--- src/rtl/rp_asg_axi_arb.sv ---
// Two-channel round-robin arbiter in front of a single AXI read burst engine.
// Define RP_ASG_ARB_STAT_EN to build the grant/wait statistics counters.
`timescale 1ns/1ps
module rp_asg_axi_arb #(
   parameter int unsigned DW = 64,
   parameter int unsigned AW = 32
) (
   input  logic            axi_clk_i,
   input  logic            axi_rstn_i,
   input  logic [1:0]      req_val_i,
   output logic [1:0]      req_rdy_o,
   input  logic [2*AW-1:0] req_addr_i,
   input  logic [7:0]      req_size_i,
   input  logic [5:0]      req_rsize_i,
   input  logic [1:0]      ch_clr_i,
   output logic [AW-1:0]   ctrl_addr_o,
   output logic [3:0]      ctrl_size_o,
   output logic [2:0]      ctrl_rsize_o,
   output logic            ctrl_val_o,
   input  logic            ctrl_busy_i,
   input  logic [DW-1:0]   rd_data_i,
   input  logic [AW-1:0]   rd_addr_i,
   input  logic            rd_dval_i,
   output logic            rd_drdy_o,
   output logic [2*DW-1:0] dat_data_o,
   output logic [2*AW-1:0] dat_addr_o,
   output logic [1:0]      dat_wr_o,
   input  logic [1:0]      dat_rdy_i,
   output logic [1:0]      grant_o,
   output logic [95:0]     stat_o
);

   localparam int unsigned SW = 4;
   localparam int unsigned RW = 3;
   localparam int unsigned CW = 5;

   localparam logic [1:0] ST_IDLE  = 2'd0;
   localparam logic [1:0] ST_ISSUE = 2'd1;
   localparam logic [1:0] ST_XFER  = 2'd2;
   localparam logic [1:0] ST_DRAIN = 2'd3;

   logic [1:0]    state_q, state_d;
   logic          owner_q, owner_d;
   logic          last_q, last_d;
   logic          disc_q, disc_d;
   logic [CW-1:0] cnt_q, cnt_d;
   logic [AW-1:0] addr_d;
   logic [SW-1:0] size_d;
   logic [RW-1:0] rsize_d;
   logic          ctrl_val_d;
   logic [1:0]    req_rdy_d;
   logic [1:0]    grant_d;

   logic [1:0]    elig_c;
   logic          pick_c;
   logic          grant_ev_c;
   logic          disc_c;
   logic          acc_c;

   // Cleared channels never compete; ties go to the channel not granted last.
   assign elig_c     = req_val_i & ~ch_clr_i;
   assign pick_c     = (elig_c == 2'b11) ? ~last_q : elig_c[1];
   assign grant_ev_c = (state_q == ST_IDLE) && (elig_c != 2'b00) && !ctrl_busy_i;

   // A flush of the owner takes effect on the very beat it coincides with.
   assign disc_c = disc_q ||
                   (ch_clr_i[owner_q] && ((state_q == ST_ISSUE) || (state_q == ST_XFER)));

   assign rd_drdy_o  = (state_q == ST_XFER) && (disc_c || dat_rdy_i[owner_q]);
   assign acc_c      = rd_dval_i && rd_drdy_o;
   assign dat_wr_o   = (acc_c && !disc_c) ? (owner_q ? 2'b10 : 2'b01) : 2'b00;
   assign dat_data_o = {rd_data_i, rd_data_i};
   assign dat_addr_o = {rd_addr_i, rd_addr_i};

   always_comb begin
      state_d    = state_q;
      owner_d    = owner_q;
      last_d     = last_q;
      disc_d     = disc_q;
      cnt_d      = cnt_q;
      addr_d     = ctrl_addr_o;
      size_d     = ctrl_size_o;
      rsize_d    = ctrl_rsize_o;
      ctrl_val_d = 1'b0;
      req_rdy_d  = 2'b00;
      grant_d    = grant_o;
      case (state_q)
         ST_IDLE: begin
            if (grant_ev_c) begin
               owner_d    = pick_c;
               last_d     = pick_c;
               disc_d     = 1'b0;
               req_rdy_d  = pick_c ? 2'b10 : 2'b01;
               grant_d    = pick_c ? 2'b10 : 2'b01;
               ctrl_val_d = 1'b1;
               addr_d     = pick_c ? req_addr_i[AW +: AW] : req_addr_i[0 +: AW];
               size_d     = pick_c ? req_size_i[SW +: SW] : req_size_i[0 +: SW];
               rsize_d    = pick_c ? req_rsize_i[RW +: RW] : req_rsize_i[0 +: RW];
               state_d    = ST_ISSUE;
            end
         end
         ST_ISSUE: begin
            cnt_d   = CW'(ctrl_size_o) + CW'(1);
            disc_d  = disc_c;
            state_d = ST_XFER;
         end
         ST_XFER: begin
            disc_d = disc_c;
            if (acc_c) begin
               cnt_d = cnt_q - CW'(1);
               if (cnt_q == CW'(1)) begin
                  state_d = ST_DRAIN;
               end
            end
         end
         ST_DRAIN: begin
            if (!ctrl_busy_i) begin
               grant_d = 2'b00;
               state_d = ST_IDLE;
            end
         end
         default: begin
            grant_d = 2'b00;
            state_d = ST_IDLE;
         end
      endcase
   end

   // Reset leaves the pointer on ch1 so the first grant goes to ch0.
   always_ff @(posedge axi_clk_i or negedge axi_rstn_i) begin
      if (!axi_rstn_i) begin
         state_q      <= ST_IDLE;
         owner_q      <= 1'b0;
         last_q       <= 1'b1;
         disc_q       <= 1'b0;
         cnt_q        <= '0;
         ctrl_addr_o  <= '0;
         ctrl_size_o  <= '0;
         ctrl_rsize_o <= '0;
         ctrl_val_o   <= 1'b0;
         req_rdy_o    <= 2'b00;
         grant_o      <= 2'b00;
      end else begin
         state_q      <= state_d;
         owner_q      <= owner_d;
         last_q       <= last_d;
         disc_q       <= disc_d;
         cnt_q        <= cnt_d;
         ctrl_addr_o  <= addr_d;
         ctrl_size_o  <= size_d;
         ctrl_rsize_o <= rsize_d;
         ctrl_val_o   <= ctrl_val_d;
         req_rdy_o    <= req_rdy_d;
         grant_o      <= grant_d;
      end
   end

`ifdef RP_ASG_ARB_STAT_EN
   logic [31:0] g0_q, g1_q, wait_q, max_q;
   logic [31:0] wait_inc_c;
   logic        pend_c;

   // A waiting cycle is an IDLE cycle with an eligible request held off by the engine.
   assign pend_c     = (state_q == ST_IDLE) && (elig_c != 2'b00) && ctrl_busy_i;
   assign wait_inc_c = (wait_q == 32'hFFFF_FFFF) ? wait_q : wait_q + 32'd1;

   always_ff @(posedge axi_clk_i or negedge axi_rstn_i) begin
      if (!axi_rstn_i) begin
         g0_q   <= '0;
         g1_q   <= '0;
         wait_q <= '0;
         max_q  <= '0;
      end else begin
         if (grant_ev_c && !pick_c) g0_q <= g0_q + 32'd1;
         if (grant_ev_c &&  pick_c) g1_q <= g1_q + 32'd1;
         if (pend_c) begin
            wait_q <= wait_inc_c;
            if (wait_inc_c > max_q) max_q <= wait_inc_c;
         end else begin
            wait_q <= '0;
         end
      end
   end

   assign stat_o = {max_q, g1_q, g0_q};
`else
   assign stat_o = '0;
`endif

endmodule
--- config.mk ---
export PLATFORM = sky130hd
export DESIGN_NAME = rp_asg_axi_arb
export DESIGN_NICKNAME = d
export VERILOG_FILES = /design/src/rtl/rp_asg_axi_arb.sv
export SDC_FILE = /design/constraint.sdc
export NUM_CORES = 1
export LEC_CHECK = 0
export BUFFER_PORTS_ARGS = -buffer_cell sky130_fd_sc_hd__buf_4
export CELL_PAD_IN_SITES_DETAIL_PLACEMENT = 0
export CELL_PAD_IN_SITES_GLOBAL_PLACEMENT = 2
export CORE_AREA = 2 2 204 206
export DETAILED_ROUTE_END_ITERATION = 6
export DIE_AREA = 0 0 206 208
export PLACE_DENSITY = 0.74
export REMOVE_ABC_BUFFERS = 1
export SETUP_SLACK_MARGIN = 0.3
export SKIP_LAST_GASP = 1
export SYNTH_ARGS = -nofsm -noshare
export SYNTH_HDL_FRONTEND = slang
export SYNTH_SLANG_ARGS = --single-unit
--- constraint.sdc ---
create_clock -name axi_clk_i -period 2.45 [get_ports axi_clk_i]
set_input_delay 0.1225 -clock axi_clk_i [delete_from_list [all_inputs] [get_ports axi_clk_i]]
set_output_delay 0.1225 -clock axi_clk_i [all_outputs]
set_load 0.02 [all_outputs]
# Yosys cells after proc, flatten, opt, wreduce, memory -nomap -nowiden
# Cells that the tools add are included.
[word_totals]
word_cells = 74
inputBits = 184
output_inout_bits = 335
regBits = 54
[op_classes]
n_lt_le_gt_ge = 1
n_bitwise = 3
n_addsub = 2
eq_ne = 9
mux = 26
reduce_logical = 22
[op_table]
columns = ["op", "n"]
rows = [
  ["$mux 32", 1],
  ["$mux 2", 10],
  ["$pmux 5 s2", 1],
  ["$mux 1", 8],
  ["$pmux 2 s4", 1],
  ["$reduce_bool 2->1", 4],
  ["$eq 2x2->1 const B", 3],
  ["$logic_and 1x1->1", 6],
  ["$ne 2x2->1 const B", 3],
  ["$reduce_and 2->1", 3],
  ["$add 4x1->5 const B", 1],
  ["$eq 5x1->1 const B", 1],
  ["$mux 5", 1],
  ["$sub 5x1->5 const B", 1],
  ["$mux 4", 1],
  ["$pmux 2 s2", 1],
  ["$reduce_and 4->1", 1],
  ["$logic_or 1x1->1", 3],
  ["$mux 3", 1],
  ["$reduce_and 3->1", 1],
  ["$and 2x2->2", 1],
  ["$eq 2x1->1 const B", 1],
  ["$logic_not 1->1", 2],
  ["$logic_not 2->1", 1],
  ["6 further kinds", 6],
]

# Depth between registers and ports, before layout
[depth]
word_depth = 9
mapped_depth = 8
depth_no_buf = 6

# Worst setup path before layout
# No wires, ideal clock.
[synth_path]
kind = "flip-flop to flip-flop"
from = "register cnt_q[1]"
to = "register state_q[1]"
period_less_slack_ps = 1756
setup_ps = 125
t_arrival_ps = 1631
path_buffers = 0
required_ps = 2325
stages_incl_launch_ff = 7
slack_ps = 694
path_cell_list = "dfrtp_1 inv_1 ha_1 nand2_1 or4_1 a211oi_1 mux2_2"
[synth_via]
elab_chain_len = 3
[synth_rtl]
columns = ["element", "line_no", "source"]
rows = [
  ["start: declaration", "46", "logic [CW-1:0] cnt_q, cnt_d;"],
  ["start signal: assignment", "148", "cnt_q <= cnt_d;"],
  ["$eq 5x1->1", "111", "if (cnt_q == CW'(1)) begin"],
  ["$ne 2x1->1 (no line)", "-", ""],
  ["$reduce_and 4->1 (no line)", "-", ""],
  ["end signal: assignment", "144", "state_q <= state_d;"],
  ["end: declaration", "42", "logic [1:0] state_q, state_d;"],
]
# No other way between the ends.
# A chain may end at the register's enable or synchronous reset.

# Worst setup path after layout
# Same ends and word-level chain as after synthesis.

==> out/summary.txt <==
Outcome - completed
Max clock buf depth - 2
I/O pins - 519
Detail-routed net length per standard cell - 34.1 µm
Number of flops mapped to enable cells by yosys - 0
Worst clock skew on the final layout - 8.88 ps
Netlist area before placement - 0.00477 mm²
Final-report hold violation count - 0
Aggregate global routing overflow - 0
Seq/Total Area, Yosys - 28.3%
Req. time, crit path - 2650 ps
Unrepaired setup endpoints after global routing - false
Antenna-violating nets left - 0
Fraction of final layout cells with drive strength greater than 1 - 29.6%
Asr flop ratio synth - 100%
Clock tree from TritonCTS - yes
Setup TNS - 0 ps
Smallest setup slack after layout - 471 ps
Max transition margin - 46.2%
First-pass GRT wire length - 43.6 mm
Initial standard-cell utilization of the core - 11.8%
Clock latency reported for the late side of the worst-skew pair - 320 ps
Number of global-route vias before repair - 3265
Placement Setup Slack - 459 ps
Antenna violations before repair - 0
Synthesized instance count - 560
Min cycle time layout - 1980 ps
Drc violations - 0
Startpoint type of the worst setup path - flip-flop
Antenna fix cells - 0
Unique masters post-synth - 41
Worst-path fanout max - 3
Total Nets Final - 727
Syn-to-layout area delta - 9.12%
Setup-failing EPs final - 0
Die span in x - 206 µm
Die Y-Extent - 208 µm
# Max-Cap Violations - 0
Portion of the clock cycle consumed by the worst path in the final layout - 80.8%
Total CTS buffers - 5
Mean number of vias per cell - 3.22
Via count of the routed design - 3445
Die area - 0.0428 mm²
Initial drt markers - 165
Post-synthesis register bit count - 54
Prevailing post-synth register cell - dfrtp_1
DPL Wire Length - 32.1 mm
GP Congestion - 0.791
Standby leakage power - 2.46 nW
Pin count of the biggest net entering global routing - 55
Worst Setup End Kind - flip-flop
Maximum clock frequency - 505 MHz
Slew at the pin closest to its max-slew limit - 807 ps
Clock slew at the register clock pins of the worst setup and hold paths - 90 ps
Path type of the worst setup path - flip-flop to flip-flop
Global-route total usage across every layer - 16.4%
Final max-slew violation count - 0
Core box area - 0.0406 mm²
PD cells - 1030 mW/mm²
YS warnings - 0
Mapped Avg Cell Area - 8.52 µm²
Worst vdd rail ir drop - 0.363 mV
CTS root buffer - clkbuf_16
Length of the first detailed-routing pass in iterations - 4
# clock sinks - 54
Total of buffers placed on input and output ports - 134
Maximum level of the CTS H-tree - 2
Kind of path behind the tightest hold check - input port to flip-flop
Routed Wire Length - 36.4 mm
Data arrival at the endpoint of the critical path - 2180 ps
Standard-cell row count - 74
[cell usage after synthesis (3+ instances only)]
library cell    n  area share (%)
nor2_1          4            0.31
nand2_1        84             6.6
inv_1          11            0.87
nand3_1         3            0.31
ha_1            7             1.8
a22oi_1        39             6.1
dfrtp_1        53              28
a21oi_1         7            0.73
nand2b_1        5            0.66
o21ai_0         7            0.73
clkbuf_1       12            0.94
buf_4         289              45
[cells in the final DEF, fill, tap and decap left out, types with 3 or more instances in the layout]
| master | instances |
|---|---|
| buf_4 | 136 |
| dlygate4sd3_1 | 39 |
| nand2b_1 | 5 |
| ha_1 | 6 |
| dfrtp_1 | 53 |
| inv_1 | 11 |
| nand3_1 | 3 |
| conb_1 | 96 |
| a21oi_1 | 7 |
| nor2_1 | 4 |
| clkbuf_16 | 5 |
| nand2_1 | 84 |
| a22oi_1 | 39 |
| o21ai_0 | 7 |
[routing by layer]
metal  wire, µm  track usage (%)  vias to the layer above
met5        567             9.91                        -
met4        891             3.62                       12
met3       9380             19.5                       37
met2      15600             24.8                      509
met1      10000             13.2                     1503
li1           -                -                     1384
[metrics by stage]
step	utilization (%)	total power [W]	instances	hold slack [ps]	area, µm²
after global routing	12.8	0.00582	1069	5.90	5210
after detailed placement	11.4	0.00446	1022	245	4640
after floorplan	-	0.00321	351	-173	2890
after CTS	12.8	0.00548	1069	2.91	5200
after global placement	11.4	0.00442	1022	245	4640
final	12.8	0.00536	1069	21.3	5210
[state kept, by name (all words and copies together) (netlist names)]
signal        cells
ctrl_rsize_o      3
ctrl_addr_o      32
disc_q            1
state_q           2
ctrl_val_o        1
cnt_q             5
ctrl_size_o       4
req_rdy_o         2
owner_q           1
grant_o           2
last_q            1
[layout make-up]
type	count	area [µm²]
Inverter	11	41.3
Fill cell	4660	35300
Sequential cell	54	1350
Tap cell	532	666
Clock buffer	5	125
Clock inverter	3	48.8
Timing Repair Buffer	178	1460
Multi-Input combinational cell	286	1510
[critical path, stage by stage (launching register included)]
cell,delay [ps]
dfrtp_1,400
inv_1,80
ha_1,140
nand2_1,40
or4_1,420
a211oi_1,400
mux2_2,380
[kinds of logic after synthesis]
family / Yosys count / share of synthesized area [%]
DFF: 54 / 28.3
and+or+nand+nor: 107 / 9.46
buffers and inverters: 315 / 47.8
adders and majority gates: 7 / 1.83
other: 1 / 0.0786
xor gates and xnor gates: 2 / 0.367
AOI/OAI and AO/OA: 71 / 11.2
muxes: 3 / 0.865
[what timing repair did]
action,4_1_cts,5_1_grt
hold buffers,39,0
endpoints found under the hold margin,91,0
gates resized for setup,0,2
endpoints found under the setup margin,0,26
buffers inserted,0,0
[report_power, final]
group | internal [W] | switching, W | total (W)
sequential | 0.00134 | 0.000369 | 0.00171
combinational | 0.00119 | 0.00155 | 0.00274
clock | 0.000493 | 0.000418 | 0.000911
[final timing paths]
check	from	endpoint	slack [ps]	cells past startpoint
hold reg to reg	ctrl_addr_o[0]$_DFFE_PN0P_	ctrl_addr_o[0]$_DFFE_PN0P_	520	2
max in group asynchronous	axi_rstn_i	cnt_q[4]$_DFFE_PN0P_	1470	2
setup reg to reg	cnt_q[1]$_DFFE_PN0P_	state_q[1]$_DFFE_PN0P_	470	6
hold / removal	req_addr_i[3]	ctrl_addr_o[3]$_DFFE_PN0P_	20	3
min in group asynchronous	axi_rstn_i	ctrl_addr_o[24]$_DFFE_PN0P_	450	2
setup / recovery	cnt_q[1]$_DFFE_PN0P_	state_q[1]$_DFFE_PN0P_	470	6
Note: power is estimated with default switching activity, not from simulation.
